===== config.mk =====
export PLATFORM = sky130hd
export DESIGN_NAME = freq_meter_bcd
export DESIGN_NICKNAME = d
export VERILOG_FILES = /design/src/rtl/freq_meter_bcd.sv
export SDC_FILE = /design/constraint.sdc
export NUM_CORES = 1
export LEC_CHECK = 0
export CORE_MARGIN = 2
export CORE_UTILIZATION = 55
export DETAILED_ROUTE_END_ITERATION = 7
export GPL_ROUTABILITY_DRIVEN = 0
export GPL_TIMING_DRIVEN = 0
export PLACE_DENSITY = 0.87
export SLEW_MARGIN = 20
export SYNTH_ARGS = -nofsm -noshare
export SYNTH_HDL_FRONTEND = slang
export SYNTH_SLANG_ARGS = --single-unit

===== constraint.sdc =====
create_clock -name CLK_100MHz_i -period 2.28 [get_ports CLK_100MHz_i]
set_input_delay 0.456 -clock CLK_100MHz_i [delete_from_list [all_inputs] [get_ports CLK_100MHz_i]]
set_output_delay 0.456 -clock CLK_100MHz_i [all_outputs]
set_load 0.1 [all_outputs]

===== src/rtl/freq_meter_bcd.sv =====
// freq_meter_bcd: counts rising edges of an asynchronous input over a fixed
// gate window and latches the total as packed BCD for the display multiplexer.
module freq_meter_bcd #(
  parameter int GATE_CYCLES = 100000000,
  parameter int DIGITS      = 8,
  parameter int CNT_W       = 27
) (
  input  logic                CLK_100MHz_i,
  input  logic                CLR_i,
  input  logic                SIG_IN_i,
  input  logic                HOLD_i,
  output logic [4*DIGITS-1:0] FREQ_BCD_o,
  output logic                OVF_o,
  output logic                VALID_o,
  output logic                GATE_o
);

  localparam logic [CNT_W-1:0] TC_VAL   = CNT_W'(GATE_CYCLES - 1);
  localparam logic [CNT_W-1:0] HALF_VAL = CNT_W'(GATE_CYCLES / 2);

  logic                s1_q, s2_q, s3_q;
  logic [CNT_W-1:0]    t_q, t_d;
  logic [4*DIGITS-1:0] cnt_q, cnt_d;
  logic [4*DIGITS-1:0] freq_q, freq_d;
  logic [4*DIGITS-1:0] cntInc;
  logic                ovfSticky_q, ovfSticky_d;
  logic                ovf_q, ovf_d;
  logic                valid_q, valid_d;
  logic                edgeDet, tc, allNines, carry;

  assign edgeDet = s2_q & ~s3_q;
  assign tc      = (t_q == TC_VAL);

  // Ripple-carry BCD increment; allNines flags the saturation case.
  always_comb begin
    carry    = 1'b1;
    allNines = 1'b1;
    cntInc   = cnt_q;
    for (int i = 0; i < DIGITS; i++) begin
      allNines = allNines & (cnt_q[4*i +: 4] == 4'd9);
      if (carry) begin
        if (cnt_q[4*i +: 4] == 4'd9) begin
          cntInc[4*i +: 4] = 4'd0;
        end else begin
          cntInc[4*i +: 4] = cnt_q[4*i +: 4] + 4'd1;
          carry            = 1'b0;
        end
      end
    end
  end

  // The window-end transfer takes the count including this cycle's edge.
  always_comb begin
    t_d         = tc ? '0 : t_q + CNT_W'(1);
    cnt_d       = cnt_q;
    ovfSticky_d = ovfSticky_q;
    if (edgeDet) begin
      if (allNines) ovfSticky_d = 1'b1;
      else          cnt_d       = cntInc;
    end
    freq_d  = freq_q;
    ovf_d   = ovf_q;
    valid_d = 1'b0;
    if (tc) begin
      if (!HOLD_i) begin
        freq_d  = cnt_d;
        ovf_d   = ovfSticky_d;
        valid_d = 1'b1;
      end
      cnt_d       = '0;
      ovfSticky_d = 1'b0;
    end
  end

  always_ff @(posedge CLK_100MHz_i) begin
    if (CLR_i) begin
      s1_q        <= 1'b0;
      s2_q        <= 1'b0;
      s3_q        <= 1'b0;
      t_q         <= '0;
      cnt_q       <= '0;
      ovfSticky_q <= 1'b0;
      freq_q      <= '0;
      ovf_q       <= 1'b0;
      valid_q     <= 1'b0;
    end else begin
      s1_q        <= SIG_IN_i;
      s2_q        <= s1_q;
      s3_q        <= s2_q;
      t_q         <= t_d;
      cnt_q       <= cnt_d;
      ovfSticky_q <= ovfSticky_d;
      freq_q      <= freq_d;
      ovf_q       <= ovf_d;
      valid_q     <= valid_d;
    end
  end

  assign FREQ_BCD_o = freq_q;
  assign OVF_o      = ovf_q;
  assign VALID_o    = valid_q;
  assign GATE_o     = (t_q < HALF_VAL);

endmodule


==> flow_summary.yaml, run 1 <==
setup_path:
  worstPathRequired_ns: 1.82
  startpoint_type: "flip-flop"
  crit_chain: "or4_4 > nor2_4 > o21bai_1 > a21oi_1 > o21a_2 > buf_12"
  crit_slowest_cell: "or4_4"
  arrival_ns: 1.94
  end_kind: "output port"
  crit_type: "reg -> out"
  critical_path.max_stage_delay_ns: 0.55
  critical_path_peak_fanout: 4
clock_tree:
  cts-root-buf: "clkbuf_8"
  clkLatencyLatePin_ns: 0.37
  h-tree-depth: 3
  cts.sinks: 97
  cts_hold_buf: 0
  path_clk_slew_ns: 0.10
  cts_tree: "built"
  clockBufferDepth: 2
  cts_buffers: 9
run:
  maxCapViolations: 0
finish:
  layout_commonest_cell: "nor2_1"
  mostFrequentLayoutCells: "nor2_1, dfxtp_1, dlygate4sd2_1"
  drive_gt1_frac: 0.132
  fin_area_um2: 5120
  syn_to_final_growth_pct: 17.6
  num-nets-final: 547
  n_antenna_cell: 0
  fillers: 605
die:
  dieWidth_um: 93.0
  ios: 39
  die_y_um: 93.0
  design.core.area_um2: 7690
  std_cell_rows: 32
  start_util: 0.567
  die_area_um2: 8650
timing:
  setup_ws_ns: -0.121
  grt_setup_unrepaired: "true"
  hold_violations: 0
  setup_viol: 1
  clock.fmax_mhz: 417
  slew_viol_final: 0
  period_needed_ns: 2.40
  relSlewSlack: 0.356
  finClkSkew_ns: 0.0105
  worst_pin_slew_ns: 0.969
  min_period_over_period: 1.05
  hold_slack_ns: 0.463
place:
  hpwl_um: 6840
  post-place-ws_ns: -0.749
  dpl_cell_area_um2: 4860
  io_buffers: 37
power_and_ir_drop:
  power_density_nw_per_um2: 551
  total_power_mw: 2.82
  swShare: 0.244
  p_int_mw: 2.13
  power_frac_comb: 0.022
  vdd_drop_max_mv: 0.345
  power.switching_mw: 0.687
  leakage_nw: 1.98
  power_frac_seq: 0.605
  p_clk_frac: 0.372
yosys:
  ys_ff_latch: 97
  synth_cell_types: 55
  synthArstFlopShare: 0
  synth_area_um2: 4360
  syn_area_per_cell_um2: 8.95
  synth_edf_count: 0
  synth-main-ff-cell: "dfxtp_1"
  synth_cells: 487
  synth_seq_area_share: 0.446
  syn_nets: 492
  synth_warnings: 0
detailed_routing:
  via_count: 3755
  routed_via_density: 5.79
  ant_nets: 0
  first_pass_iters: 5
  wl_um: 10000
  drt-initial-drc-count: 194
  routedWlPerCell_um: 15.4
  drc_errors: 0
grt:
  grt_util_all_layers: 0.242
  grt_max_degree: 20
  grt_pass1_wl_um: 16800
  antenna_found_initial: 0
  grt_overflow: 0
  grt_pass1_vias: 3595
worst_hold_path:
  hp-class: "reg -> reg"
run_status:
  violations: "negative setup slack"
  status: "complete, but fails checks"
-- critical path, delay by kind of cell, from the launching register on --
kind	cells	cell delay, ns
and+or+nand+nor	2	0.65
AOI/OAI and AO/OA	3	0.39
DFF	1	0.35
buffers and inverters	1	0.17
-- cells in the mapped netlist (3+ instances only) --
cell type   n  area share
mux2i_1    12       0.028
o21ai_0    10       0.011
and4bb_2    6       0.017
xor2_1     20       0.040
a211oi_2    3      0.0086
xnor2_1    19       0.038
a211oi_1   26       0.045
clkbuf_1    7      0.0060
dfxtp_1    97        0.45
nand3_1    17       0.020
and3_1     10       0.014
nand2b_1    4      0.0057
buf_2       9       0.010
nand3b_1    4      0.0069
nand4_1    10       0.014
nor2b_1    11       0.016
inv_1      12       0.010
a21oi_1    11       0.013
and2_1      4      0.0057
nand2_1    29       0.025
o22ai_1     4      0.0057
nor3b_1     4      0.0069
nor3_1      8      0.0092
buf_4       4      0.0069
o211ai_1    3      0.0052
nor2_1     97       0.084
and4_1      3      0.0060
nor4_1      9       0.013
-- metal layers --
metal	vias up	GRT usage	wire, µm	share of wire
met2	113	0.417	5020	0.50
met4	0	0.0699	114	0.011
li1	1826	-	-	-
met5	-	0	0	0
met3	12	0.0459	469	0.047
met1	1804	0.309	4420	0.44
-- registers in the layout, summed over array words and instances, names as in the netlist --
signal	flops
OVF_o	1
s3_q	1
FREQ_BCD_o	32
t_q	27
VALID_o	1
cnt_q	32
s2_q	1
ovfSticky_q	1
s1_q	1
-- cell type report --
cell class,count,area (µm²),share of cell area
multi-input cells,356,2300,0.448
flip-flops and latches,97,1940,0.379
repair buffers,45,405,0.0791
well taps,102,128,0.0249
clock buffers,9,124,0.0242
plain buffers,21,121,0.0237
clock inverters,7,60.1,0.0117
inverters,12,45.0,0.00879
-- power by group through the flow --
stage               Sequential (mW)  Clock (mW)  Combinational [mW]
global route                   1.71        1.14              0.0678
detailed placement             1.75           0              0.0613
floorplan                      1.75           0              0.0410
CTS                            1.71        1.06              0.0603
finish                         1.71        1.05              0.0624
global placement               1.75           0              0.0597
-- what timing repair did --
action / CTS / global route
pin swaps: 6 / 1
endpoints found under the hold margin: 0 / 0
setup buffers: 8 / 0
endpoints found under the setup margin: 112 / 38
resized for setup: 46 / 12
-- cell families (layout without fill, tap and decap cells) --
kind of cell             count (synthesis)  count (layout)  share of synthesized area
AND/OR/NAND/NOR                        234             234                      0.292
multiplexers                            12              12                     0.0276
flip-flops                              97              97                      0.446
adder cells (fa/ha/maj)                  1               1                    0.00287
AO/OA/AOI/OAI                           70              70                      0.117
XOR/XNOR                                39              39                     0.0784
buffers and inverters                   34              94                     0.0373
-- metrics by stage --
| stage | cells | util | TNS [ns] |
|---|---|---|---|
| 2_1_floorplan | 487 | - | 0 |
| 3_3_place_gp | 626 | 0.632 | -2.61 |
| 3_5_place_dp | 626 | 0.632 | -4.57 |
| 4_1_cts | 649 | 0.660 | -0.100 |
| 5_1_grt | 649 | 0.667 | -0.330 |
| 6_report | 649 | 0.667 | -0.121 |
-- worst paths after layout --
path / from / end / slack (ns) / cells after the start
max: t_q[9] / GATE_o / -0.12 / 6
min: s1_q / s2_q / 0.46 / 1
max reg2reg: t_q[9] / cnt_q[0] / 0.09 / 8
min reg2reg: s1_q / s2_q / 0.46 / 1
Power figures use the tool's default switching activity.
==> inputs of run 2 (changes only) <==
Settings changed: DONT_BUFFER_PORTS set to 1, PLACE_DENSITY 0.87 to 0.8, SLEW_MARGIN 20 to unset.
==> run 2 against run 1 <==
The flow still finishes with violations (negative setup slack). Wire length fell by 3.3%. Clock-buffer cell count stayed put. Via count decreased by 4.2%. Die area did not move. Critical endpoint unchanged. Largest power group unchanged.
==> flow_summary.yaml, run 2 (same netlist as run 1, synthesis figures left out) <==
run_status:
  status: "complete, but fails checks"
  violations: "negative setup slack"
timing:
  worst_pin_slew_ns: 1.02
  tns_ns: -0.108
  relSlewSlack: 0.320
  period_needed_ns: 2.39
  slew_viol_final: 0
  min_period_over_period: 1.05
  hold_slack_ns: 0.142
  hold_violations: 0
  clock.fmax_mhz: 419
  setup_viol: 1
  grt_setup_unrepaired: "true"
  finClkSkew_ns: 0.0109
  setup_ws_ns: -0.108
grt:
  grt_pass1_vias: 3305
  grt_util_all_layers: 0.233
  grt_pass1_wl_um: 15900
  antenna_found_initial: 0
  grt_max_degree: 18
  grt_overflow: 0
die:
  design.core.area_um2: 7690
  die_area_um2: 8650
  std_cell_rows: 32
  ios: 39
  die_y_um: 93.0
  start_util: 0.567
  dieWidth_um: 93.0
detailed_routing:
  first_pass_iters: 5
  routed_via_density: 5.84
  routedWlPerCell_um: 15.7
  via_count: 3597
  drc_errors: 0
  drt-initial-drc-count: 177
  ant_nets: 0
  wl_um: 9690
run:
  maxCapViolations: 0
clock_tree:
  cts_buffers: 9
  cts-root-buf: "clkbuf_8"
  clkLatencyLatePin_ns: 0.37
  cts_tree: "built"
  path_clk_slew_ns: 0.10
  h-tree-depth: 3
  clockBufferDepth: 2
  cts.sinks: 97
power_and_ir_drop:
  vdd_drop_max_mv: 0.391
  leakage_nw: 1.71
  power_density_nw_per_um2: 596
  total_power_mw: 2.90
setup_path:
  arrival_ns: 1.93
  crit_slowest_cell: "or4_4"
  crit_chain: "or4_4 > nor2_4 > o21bai_1 > a21oi_1 > o21a_4"
  end_kind: "output port"
  r2r_end: "FREQ_BCD_o[29]"
  critical_path.max_stage_delay_ns: 0.55
  startpoint_type: "flip-flop"
  rr_worst_depth: 8
  rrSetupSlack_ns: 0.04
  worstPathRequired_ns: 1.82
  r2r_start: "t_q[12]"
  critical_path_peak_fanout: 2
  crit_type: "reg -> out"
worst_hold_path:
  hold_start: "HOLD_i"
  worstHoldEndpoint: "VALID_o"
  hold_depth: 1
  hp-class: "in -> reg"
finish:
  fin_area_um2: 4870
  num-nets-final: 514
  fillers: 659
  syn_to_final_growth_pct: 11.8
  layout_commonest_cell: "nor2_1"
  n_antenna_cell: 0
  mostFrequentLayoutCells: "nor2_1, dfxtp_1, nand2_1"
  fin_util: 0.634
  drive_gt1_frac: 0.158
  final_cells: 616
place:
  io_buffers: 0
  hpwl_um: 6670
  dpl_cell_area_um2: 4490
  dp_cells: 589
  post-place-ws_ns: -0.295
==> run 2: cell count changes in the layout (fill, tap and decap cells not counted), moves of 3 or more <==
cell | before | now
a211oi_1 | 26 | 23
a211oi_2 | 3 | 6
buf_4 | 9 | 13
dlygate4sd2_1 | 33 | 0
==> run 2: how the worst max path moves through the flow <==
stage	start	end	slack [ns]	cells after the start
5_1_grt	t_q[10]	GATE_o	-0.20	5
3_5_place_dp	t_q[0]	cnt_q[23]	-0.29	9
2_1_floorplan	t_q[11]	GATE_o	0.16	5
3_3_place_gp	t_q[0]	cnt_q[27]	-0.26	9
6_report	t_q[10]	GATE_o	-0.11	5
4_1_cts	t_q[10]	GATE_o	-0.11	5
==> run 2: final cells by class <==
cell class	count	area, µm²	area share
Inverter	12	45.0	0.00924
Timing Repair Buffer	12	90.1	0.0185
Clock inverter	7	76.3	0.0157
Buffer	21	120	0.0246
Clock buffer	9	124	0.0254
Tap cell	102	128	0.0262
Sequential cell	97	1950	0.399
Multi-Input combinational cell	356	2340	0.481
==> run 2: what timing repair did <==
| action | 4_1_cts | 5_1_grt |
|---|---|---|
| pin swaps | 6 | 11 |
| hold endpoints to repair | 0 | 0 |
| setup buffers | 8 | 4 |
| hold buffers | 0 | 0 |
| gates resized for setup | 5 | 18 |
| setup endpoints to repair | 88 | 72 |
==> run 2: metal layers <==
metal	wire [µm]	part of all wire	vias to the layer above	track usage
met2	4510	0.47	82	0.373
met5	0	0	-	0
met1	4440	0.46	1732	0.303
li1	-	-	1762	-
met3	531	0.055	21	0.0669
met4	206	0.021	0	0.0772
==> run 2: critical path: cells and delay by family, from the launching register on <==
kind               cells  cell delay [ns]
AOI/OAI and AO/OA      3             0.58
and+or+nand+nor        2             0.64
DFF                    1             0.34
==> run 2: power by group <==
group          switching [mW]  internal (mW)
sequential            0.00788           1.70
clock                   0.621          0.516
combinational          0.0418         0.0162
==> inputs of run 3 (changes only) <==
Settings changed: CORE_ASPECT_RATIO set to 1.5, CORE_UTILIZATION 55 to 40, PLACE_DENSITY 0.8 to 0.64.
==> run 3 against run 2 <==
The flow still finishes with violations (negative setup slack). Cell count up 6.7%. Fmax increased by 0.93%. Global-route usage down 5.5 points. Largest power group is now clock.
==> flow_summary.yaml, run 3 (same netlist as run 1, synthesis figures left out) <==
run_status:
  status: "complete, but fails checks"
  violations: "negative setup slack"
clock_tree:
  cts_buffers: 9
  clkLatencyLatePin_ns: 0.35
  path_clk_slew_ns: 0.07
  h-tree-depth: 3
  clockBufferDepth: 2
  cts-root-buf: "clkbuf_16"
  cts_tree: "built"
  cts.sinks: 97
finish:
  drive_gt1_frac: 0.148
  fin_area_um2: 5020
  final_cells: 657
  layout_commonest_cell: "nor2_1"
  num-nets-final: 513
  n_antenna_cell: 0
  mostFrequentLayoutCells: "nor2_1, dfxtp_1, nand2_1"
  syn_to_final_growth_pct: 15.2
setup_path:
  critPathTopFamily: "simple AND/OR/NAND/NOR gates"
  end_kind: "output port"
  r2r_start: "t_q[18]"
  crit_path_start: "t_q[10]"
  arrival_ns: 1.91
  worstPathRequired_ns: 1.82
  crit_slowest_cell: "or4_4"
  critical_path_peak_fanout: 2
  cp_num_buf_inv: 0
  startpoint_type: "flip-flop"
  crit_chain: "or4_4 > nor2_2 > o21bai_1 > a21oi_2 > o21a_4"
  crit_type: "reg -> out"
  critical_path.max_stage_delay_ns: 0.54
power_and_ir_drop:
  power_frac_comb: 0.016
  swShare: 0.195
  leakage_nw: 1.74
  p_clk_frac: 0.496
  p_int_mw: 2.82
  power_frac_seq: 0.488
  power_density_nw_per_um2: 698
  vdd_drop_max_mv: 0.356
  total_power_mw: 3.50
  power.switching_mw: 0.684
timing:
  min_period_over_period: 1.04
  clock.fmax_mhz: 423
  worst_pin_slew_ns: 1.02
  grt_setup_unrepaired: "true"
  slew_viol_final: 0
  setup_ws_ns: -0.0860
  hold_violations: 0
  finClkSkew_ns: 0.0108
  period_needed_ns: 2.37
  relSlewSlack: 0.322
  setup_viol: 1
grt:
  antenna_found_initial: 0
  met1_usage: 0.210
  grt_pass1_wl_um: 16600
  grt_util_all_layers: 0.178
  grt-busiest-layer: "met2"
  grt_pass1_vias: 3457
  grt_overflow: 0
  grt_max_degree: 16
  use_met3: 0.0545
  grtUsageMet2: 0.302
place:
  dpl_cell_area_um2: 4540
  io_buffers: 0
  dp_cells: 631
  hpwl_um: 7240
die:
  dieWidth_um: 89.2
  die_area_um2: 11800
  ios: 39
  design.core.area_um2: 10600
  std_cell_rows: 46
  start_util: 0.412
  die_y_um: 132
worst_hold_path:
  hold_start: "HOLD_i"
  hp-class: "in -> reg"
detailed_routing:
  wl_um: 9980
  drt-initial-drc-count: 157
  via_count: 3486
  ant_nets: 0
  first_pass_iters: 4
  routed_via_density: 5.31
  drc_errors: 0
  routedWlPerCell_um: 15.2
run:
  maxCapViolations: 0
run 3: changes by cell type in the layout (fill, tap and decap cells not counted), sizes merged:
cell and delta:
inv -3, bufinv +2, clkbuf +2, buf -1, clkinvlp -1
run 3: layout make-up:
cell class                 instances  area [µm²]
buffer                            21         113
clock buffer                      11         243
sequential                        97        1940
multi-input combinational        356        2310
tap                              144         180
timing repair buffer              11        82.6
clock inverter                     5         103
inverter                          12        45.0
fill                            1047        5570
run 3: final timing paths:
| path | end | slack (ns) | depth (start not counted) |
|---|---|---|---|
| worst max-delay path | GATE_o | -0.09 | 5 |
| worst min register to register | s2_q | 0.44 | 1 |
| worst min-delay path | VALID_o | 0.18 | 1 |
| worst max register to register | cnt_q[31] | 0.15 | 7 |
run 3: layer usage:
metal  part of all wire  routed length, µm
met5                  0                  0
met1               0.42               4190
met3              0.046                458
met2               0.52               5170
met4              0.016                158
run 3: power by group through the flow:
stage / sequential (mW) / combinational (mW) / clock (mW)
2_1_floorplan: 1.75 / 0.0410 / 0
3_3_place_gp: 1.75 / 0.0558 / 0
3_5_place_dp: 1.75 / 0.0574 / 0
4_1_cts: 1.71 / 0.0578 / 1.76
5_1_grt: 1.71 / 0.0633 / 1.84
6_report: 1.71 / 0.0561 / 1.74
run 3: repair_timing:
item | in CTS | in global routing
hold buffers | 0 | 0
gates resized for setup | 5 | 9
setup buffers | 10 | 1
setup endpoints to repair | 83 | 59
pin swaps | 8 | 5
run 3: stage by stage:
| step | hold slack [ns] | TNS, ns | setup WS (ns) | util |
|---|---|---|---|---|
| 3_3_place_gp | 0.426 | -10.27 | -0.257 | 0.429 |
| 3_5_place_dp | 0.429 | -10.64 | -0.279 | 0.429 |
| 5_1_grt | 0.169 | -0.202 | -0.151 | 0.474 |
| 4_1_cts | 0.170 | -0.0866 | -0.0866 | 0.470 |
| 2_1_floorplan | 0.414 | 0 | 0.163 | - |
| 6_report | 0.177 | -0.0860 | -0.0860 | 0.474 |
